`src/rtl/writeback_stage_pkg.sv`:
```
// Shared types and constants for the memory/write-back stage.
// No logic of its own; holds defaults, MEM/WB field positions and the FSM state type.
// Imported by writeback_stage, wb_bypass_cmp and the bench.
package writeback_stage_pkg;

    localparam int DATA_W_DEF = 16;
    localparam int ADDR_W_DEF = 3;

    // MEM/WB buffer layout at the default widths: {write_back, write_addr, write_data}
    localparam int WB_BIT  = 19;
    localparam int ADDR_HI = 18;
    localparam int ADDR_LO = 16;

    typedef enum logic {
        ST_IDLE     = 1'b0,
        ST_WAIT_MEM = 1'b1
    } wb_state_e;

    // Width of the load-timeout counter: must hold MEM_TIMEOUT-1.
    function automatic int tmo_width(input int timeout);
        return (timeout > 1) ? $clog2(timeout) : 1;
    endfunction

endpackage

```
`src/rtl/wb_bypass_cmp.sv`:
```
// Compares one decoding-stage read address against the pending MEM/WB write.
// Purely combinational, zero latency from the registered buffer.
// No backpressure; the hit is qualified only by the buffer's write-back bit.
module wb_bypass_cmp #(
    parameter int DATA_W = 16,
    parameter int ADDR_W = 3
) (
    input  logic              i_wb_vld,
    input  logic [ADDR_W-1:0] i_wb_addr,
    input  logic [DATA_W-1:0] i_wb_dat,
    input  logic [ADDR_W-1:0] i_rd_addr,
    output logic              o_hit,
    output logic [DATA_W-1:0] o_dat
);

    assign o_hit = i_wb_vld && (i_wb_addr == i_rd_addr);
    assign o_dat = i_wb_dat;

endmodule

```
`src/rtl/writeback_stage.sv`:
```
// Memory/write-back controller producing the MEM/WB register-file write buffer.
// ALU results: 1 cycle; loads: response arrival + 1 edge; abort after MEM_TIMEOUT wait cycles.
// Combinational stall holds upstream while a load waits; optional bypass under WB_BYPASS_EN.
module writeback_stage
    import writeback_stage_pkg::*;
#(
    parameter int DATA_W      = DATA_W_DEF,
    parameter int ADDR_W      = ADDR_W_DEF,
    parameter int MEM_TIMEOUT = 15
) (
    input  logic                     clk,
    input  logic                     rst,
    input  logic                     in_valid,
    input  logic                     in_wb,
    input  logic                     in_mem_to_reg,
    input  logic [ADDR_W-1:0]        in_addr,
    input  logic [DATA_W-1:0]        in_alu_result,
    input  logic                     mem_rd_valid,
    input  logic [DATA_W-1:0]        mem_rd_data,
    output logic                     stall,
    output logic [DATA_W+ADDR_W:0]   mem_wb_buffer,
    output logic [15:0]              retire_cnt,
    output logic                     mem_err
`ifdef WB_BYPASS_EN
    ,
    input  logic [ADDR_W-1:0]        src_addr,
    input  logic [ADDR_W-1:0]        dst_addr,
    output logic                     byp_src_hit,
    output logic                     byp_dst_hit,
    output logic [DATA_W-1:0]        byp_data
`endif
);

    localparam int TMO_W = tmo_width(MEM_TIMEOUT);
    localparam logic [TMO_W-1:0] TMO_LAST = TMO_W'(MEM_TIMEOUT - 1);

    wb_state_e         r_state;
    wb_state_e         w_state_nxt;
    logic [ADDR_W-1:0] r_pend_addr;
    logic [TMO_W-1:0]  r_tmo_cnt;
    logic              r_wb;
    logic [ADDR_W-1:0] r_addr;
    logic [DATA_W-1:0] r_data;
    logic [15:0]       r_retire_cnt;
    logic              r_mem_err;

    logic              w_stall;
    logic              w_wb_nxt;
    logic [ADDR_W-1:0] w_wr_addr;
    logic [DATA_W-1:0] w_wr_data;
    logic              w_retire;
    logic              w_abort;
    logic              w_issue;
    logic              w_tmo_inc;

    // Next-state and per-cycle actions; addr/data hold unless a write is produced.
    always_comb begin
        w_state_nxt = r_state;
        w_stall     = 1'b0;
        w_wb_nxt    = 1'b0;
        w_wr_addr   = r_addr;
        w_wr_data   = r_data;
        w_retire    = 1'b0;
        w_abort     = 1'b0;
        w_issue     = 1'b0;
        w_tmo_inc   = 1'b0;
        case (r_state)
            ST_IDLE: begin
                if (in_valid) begin
                    if (!in_wb) begin
                        w_retire = 1'b1;
                    end else if (!in_mem_to_reg) begin
                        w_wb_nxt  = 1'b1;
                        w_wr_addr = in_addr;
                        w_wr_data = in_alu_result;
                        w_retire  = 1'b1;
                    end else if (mem_rd_valid) begin
                        // Load whose data is already back completes without stalling.
                        w_wb_nxt  = 1'b1;
                        w_wr_addr = in_addr;
                        w_wr_data = mem_rd_data;
                        w_retire  = 1'b1;
                    end else begin
                        w_stall     = 1'b1;
                        w_issue     = 1'b1;
                        w_state_nxt = ST_WAIT_MEM;
                    end
                end
            end
            ST_WAIT_MEM: begin
                // A response always wins over the timeout in the same cycle.
                if (mem_rd_valid) begin
                    w_wb_nxt    = 1'b1;
                    w_wr_addr   = r_pend_addr;
                    w_wr_data   = mem_rd_data;
                    w_retire    = 1'b1;
                    w_state_nxt = ST_IDLE;
                end else begin
                    w_stall = 1'b1;
                    if (r_tmo_cnt == TMO_LAST) begin
                        w_abort     = 1'b1;
                        w_retire    = 1'b1;
                        w_state_nxt = ST_IDLE;
                    end else begin
                        w_tmo_inc = 1'b1;
                    end
                end
            end
            default: w_state_nxt = ST_IDLE;
        endcase
    end

    // FSM state register.
    always_ff @(posedge clk) begin
        if (rst) begin
            r_state <= ST_IDLE;
        end else begin
            r_state <= w_state_nxt;
        end
    end

    // Pending-load bookkeeping, MEM/WB buffer, retire counter and sticky error.
    always_ff @(posedge clk) begin
        if (rst) begin
            r_pend_addr  <= '0;
            r_tmo_cnt    <= '0;
            r_wb         <= 1'b0;
            r_addr       <= '0;
            r_data       <= '0;
            r_retire_cnt <= '0;
            r_mem_err    <= 1'b0;
        end else begin
            if (w_issue) begin
                r_pend_addr <= in_addr;
                r_tmo_cnt   <= '0;
            end else if (w_tmo_inc) begin
                r_tmo_cnt <= r_tmo_cnt + 1'b1;
            end
            r_wb   <= w_wb_nxt;
            r_addr <= w_wr_addr;
            r_data <= w_wr_data;
            if (w_retire) begin
                r_retire_cnt <= r_retire_cnt + 16'd1;
            end
            if (w_abort) begin
                r_mem_err <= 1'b1;
            end
        end
    end

    assign stall         = w_stall;
    assign mem_wb_buffer = {r_wb, r_addr, r_data};
    assign retire_cnt    = r_retire_cnt;
    assign mem_err       = r_mem_err;

`ifdef WB_BYPASS_EN
    logic              w_src_hit;
    logic              w_dst_hit;
    logic [DATA_W-1:0] w_src_dat;
    logic [DATA_W-1:0] w_dst_dat;

    wb_bypass_cmp #(.DATA_W(DATA_W), .ADDR_W(ADDR_W)) u_byp_src (
        .i_wb_vld  (r_wb),
        .i_wb_addr (r_addr),
        .i_wb_dat  (r_data),
        .i_rd_addr (src_addr),
        .o_hit     (w_src_hit),
        .o_dat     (w_src_dat)
    );

    wb_bypass_cmp #(.DATA_W(DATA_W), .ADDR_W(ADDR_W)) u_byp_dst (
        .i_wb_vld  (r_wb),
        .i_wb_addr (r_addr),
        .i_wb_dat  (r_data),
        .i_rd_addr (dst_addr),
        .o_hit     (w_dst_hit),
        .o_dat     (w_dst_dat)
    );

    // Both comparators carry the same buffer data; pick whichever side hit.
    assign byp_src_hit = w_src_hit;
    assign byp_dst_hit = w_dst_hit;
    assign byp_data    = w_src_hit ? w_src_dat : w_dst_dat;
`endif

endmodule

```
`config.mk`:
```
export PLATFORM = sky130hd
export DESIGN_NAME = writeback_stage
export DESIGN_NICKNAME = d
export VERILOG_FILES = /design/src/rtl/writeback_stage_pkg.sv /design/src/rtl/wb_bypass_cmp.sv /design/src/rtl/writeback_stage.sv
export SDC_FILE = /design/constraint.sdc
export NUM_CORES = 1
export LEC_CHECK = 0
export CAP_MARGIN = 20
export CORE_MARGIN = 2
export CORE_UTILIZATION = 25
export DETAILED_ROUTE_END_ITERATION = 6
export GPL_ROUTABILITY_DRIVEN = 0
export PLACE_DENSITY = 0.5
export SYNTH_ARGS = -nofsm -noshare
export SYNTH_HDL_FRONTEND = slang
export SYNTH_SLANG_ARGS = --single-unit
```
`constraint.sdc`:
```
create_clock -name clk -period 1.7 [get_ports clk]
set_clock_uncertainty 0.15 [all_clocks]
set_input_delay 0.34 -clock clk [delete_from_list [all_inputs] [get_ports clk]]
set_output_delay 0.34 -clock clk [all_outputs]
set_load 0.01 [all_outputs]
```
Word-level counts from Yosys, hierarchy flattened. Index checks and enable logic that the tools add are counted.

Flip-flop bits (word level): 45. Bits of input ports: 41.

$add $sub $neg: 2. Equal/unequal tests: 5. Mux-type cells: 33. Bitwise logic cells: 1. Reduce and logical (&&, ||, !) cells: 3.

Operators with widths (count): 2-to-1 mux 16 bit (4); case mux 16 bit (2 select lines) (1); 2-to-1 mux 1 bit (18); adder 16 x 1 -> 16 bit, second input constant (1); 2-to-1 mux 3 bit (5); case mux 1 bit (2 select lines) (4); inequality test 2 bit, second input constant (3); case mux 3 bit (2 select lines) (1); adder 4 x 1 -> 4 bit, second input constant (1); equality test 4 bit, second input constant (1); AND reduction 4 bit (1); inequality test 3 bit, second input constant (1); AND reduction 2 bit (1); OR reduction 2 bit (1); inverter 1 bit (1).

Logic depth before layout (Yosys ltp).
Depth after elaboration: 6. Depth in mapped cells: 8. Mapped depth without buffers: 6.

Worst setup path before layout. Ideal clock, no wire load.

Kind: register to register. Start point: register r_tmo_cnt[0]. End point: register r_retire_cnt[15] (netlist: retire_cnt[15]). Arrival time: 1553 ps. Setup slack: -126 ps. Stages on the path, launching flop included: 8. Buffers on the path: 1. Clock period less this slack: 1826 ps. Cells stage by stage: dfxtp_1 > inv_1 > ha_1 > nand3_1 > and2_4 > buf_2 > nor4_1 > mux2_1.

Longest elaborated chain between the ends: 4.

Ends and longest elaborated chain: from (decl) (line writeback_stage.sv:40) `logic [TMO_W-1:0] r_tmo_cnt;`; from (signal assigned) (line writeback_stage.sv:137) `r_tmo_cnt <= r_tmo_cnt + 1'b1;`; equality test 4 bit (line writeback_stage.sv:100) `if (r_tmo_cnt == TMO_LAST) begin`; 2-to-1 mux 1 bit (line writeback_stage.sv:100); 2-to-1 mux 1 bit (line writeback_stage.sv:92) `if (mem_rd_valid) begin`; case mux 1 bit (2 select lines) (line writeback_stage.sv:67) `case (r_state)`; to (signal assigned) (line writeback_stage.sv:143) `r_retire_cnt <= r_retire_cnt + 16'd1;`; to (decl) (line writeback_stage.sv:44) `logic [15:0] r_retire_cnt;`.

Every way passes these cells. A chain may end at the register's enable or synchronous reset.

Worst setup path in the final report.
Start point: register r_tmo_cnt[0]. End point: register r_retire_cnt[5] (netlist: retire_cnt[5]).

The elaborated chain is that of the path after synthesis.

==> run metrics <==
CP Max Fanout=7; post-synth top area share=41.6%; register area share after synthesis=41.6%; min cycle time layout=1.74 ns; peak supply drop=315 µV; most frequent cells after synthesis=dfxtp_1 (45), nor2_1 (32), nand2_1 (19), o21ai_0 (18), a311oi_1 (16); nets@finish=403; Yosys cell types=40; Routed Wire Length=6640 µm; Hold Fails Final Rpt=0; clk slew on worst S/H paths=0.08 ns; Post-synth EDFFs=0; warnings from Yosys=0; syn nets=295; Hold Startpoint=rst; I/O pins=79; core area=8300 µm²; Worst Hold Depth=2; synth top area cells=dfxtp_1 (42%), a311oi_1 (6.5%), nor2_1 (5.5%); Crit path arrival time=1.81 ns; Setup-failing EPs final=3; total negative slack=-0.0651 ns; combinational cell fraction of total power=18.5%; Max Clk Rate=0.576 GHz; Cell Pwr Density=637 nW/µm²; max incr delay on CP=0.55 ns; CP delay by family, top=simple AND/OR/NAND/NOR gates; routed len/inst=14.3 µm; post-DR vias/cell=4.88; slowest library cell on the worst path=or4_4; layout cells sized above 1=25.6%; sw frac=24.5%; TritonCTS Sinks=45; Sequential Power Share=47.7%; Req. time, crit path=1.77 ns; die area=9430 µm²; RSZ-0062 raised after global routing=true; Initial Util=26.1%; first-pass GRT wire length=10800 µm; Worst Setup End Kind=flop; WL met1=2890 µm; drt initial violations=79; cts bufs inserted=5; initial antenna violation count=0; CP bufs+invs=1; largest net degree at the start of global routing=30; Mapped Area=2170 µm²; GRT overflow=0; reg-to-reg slack, setup=-0.04 ns; power share of the clock group=33.8%; FF-to-FF Start=r_tmo_cnt[0]; Max Root-Sink Buffers=2; Internal=1.77 mW; synth-to-layout area growth=69.6%; routed wl met3=644 µm; via total after detailed routing=2266; Synth async-reset ratio=0%; # DRC=0; Switch Pwr=575 µW; clock latency on the worst-skew pair=0.29 ns; Worst Reg-to-Reg Cells=6; worst hold slack=0.257 ns; Yosys reg bits=45; crit path cell chain=inv_2 > ha_4 > nand3_4 > and2_4 > or4_4 > a21oi_2; Vert. Die Dim=97.1 µm; ys flop type=dfxtp_1; Hold Path Sink=retire_cnt[5]; area leader, netlist=dfxtp_1; CTS tree=built; GR Util All Layers=13.7%; Worst Path Class, Setup=flop to flop; DP Wirelength=4390 µm; vias in the first global route=2245; port bufs=78; n_diodes=0; CTS root buffer=clkbuf_8; ANT nets after route=0; max_slew headroom=76.7%; die width=97.1 µm; met2 wire len=3020 µm; Row Count=33; Final Core Density=44.3%; P_leak=1.67 nW; Pre-antenna DRT Iters=4; RR Endpoint=retire_cnt[5]; outcome=finished, violations left; Startpoint Class=flop; htree depth=2; crit share post-route=102%; Synth Instances=251; worst hold path type=input port to flop; Top Metal Used=met4; top-count cell post-synth=dfxtp_1; setup slack after layout=-0.0372 ns; mean post-synth cell area=8.63 µm²; max cap viols=0; failing checks=setup timing; final slew viol count=0; Worst-Margin Slew=0.348 ns
[kinds of logic (layout without fill, tap and decap cells)]
| logic type | after synthesis | in the layout | synth area share, % |
|---|---|---|---|
| XOR/XNOR | 3 | 3 | 1.21 |
| AND/OR/NAND/NOR | 103 | 105 | 25.4 |
| AO/OA/AOI/OAI | 62 | 62 | 19.2 |
| adder cells (fa/ha/maj) | 3 | 3 | 1.73 |
| multiplexers | 11 | 11 | 5.37 |
| buffers and inverters | 24 | 130 | 5.54 |
| flip-flops | 45 | 45 | 41.6 |
[worst register-to-register path, stage by stage (launching register included)]
cell and delay, ns:
dfxtp_2 0.33, inv_2 0.06, ha_4 0.14, nand3_4 0.10, and2_4 0.22, or4_4 0.55
a21oi_2 0.13
[worst max path at each step]
stage / slack [ns] / endpoint / startpoint / depth (start not counted)
2_1_floorplan: -0.03 / retire_cnt[10] / r_tmo_cnt[0] / 7
3_3_place_gp: -0.51 / stall / in_valid / 5
3_5_place_dp: -0.50 / stall / in_wb / 5
4_1_cts: -0.04 / retire_cnt[5] / r_tmo_cnt[0] / 6
5_1_grt: -0.08 / retire_cnt[5] / r_tmo_cnt[0] / 6
6_report: -0.04 / retire_cnt[5] / r_tmo_cnt[0] / 6
[power groups by stage]
stage / Combinational (mW) / Clock [mW] / Sequential (mW)
global placement: 0.412 / 0 / 1.14
detailed placement: 0.409 / 0 / 1.14
global route: 0.472 / 0.872 / 1.12
finish: 0.433 / 0.791 / 1.12
floorplan: 0.151 / 0 / 1.16
CTS: 0.443 / 0.821 / 1.12
[cell usage in the layout (no fill, tap or decap), types with 3 or more instances in the layout]
cell type,count
o31ai_1,9
or4_1,6
nand2_1,19
buf_4,35
and4_1,5
and2_4,3
dlygate4sd2_1,20
a21oi_1,6
clkbuf_8,5
nor3_1,3
nor2b_1,6
dlymetal6s2s_1,18
dfxtp_2,12
nand4_1,5
a311oi_1,16
nand3_1,6
buf_6,4
nor2_1,32
clkdlybuf4s50_1,37
dfxtp_1,32
a21oi_2,6
mux2_1,3
o21ai_0,18
or4_4,3
a211oi_1,3
mux2i_1,6
[flip-flops by register name, indices dropped and copies added, names as in the netlist]
register	count
mem_err	1
r_addr	3
r_data	16
r_pend_addr	3
r_state	1
r_tmo_cnt	4
r_wb	1
retire_cnt	16
[per-stage QoR]
step           worst slack, ns  cell area, µm²  std cells  power [mW]
2_1_floorplan          -0.0302            2220        251        1.31
3_3_place_gp            -0.509            3320        449        1.55
3_5_place_dp            -0.500            3320        449        1.55
4_1_cts                -0.0429            3560        461        2.38
5_1_grt                -0.0850            3670        464        2.47
6_report               -0.0372            3670        464        2.34
[timing repair]
action | CTS | global route
buffers inserted | 1 | 3
endpoints found under the setup margin | 59 | 32
hold buffers | 0 | 0
gates cloned | 4 | 0
resized for setup | 50 | 34
pin swaps | 12 | 15
[routing by layer]
layer	up-vias	track usage, %
met4	0	3.03
li1	1147	-
met1	1013	16.4
met3	8	5.25
met5	-	0
met2	98	23.2
[area by class of cell]
type | instances | area [µm²]
Clock buffer | 5 | 68.8
Inverter | 2 | 7.51
Tap cell | 105 | 131
Clock inverter | 2 | 35.0
Fill cell | 795 | 4620
Timing Repair Buffer | 121 | 1190
Multi-Input combinational cell | 184 | 1320
Sequential cell | 45 | 920
Power figures use the tool's default switching activity.
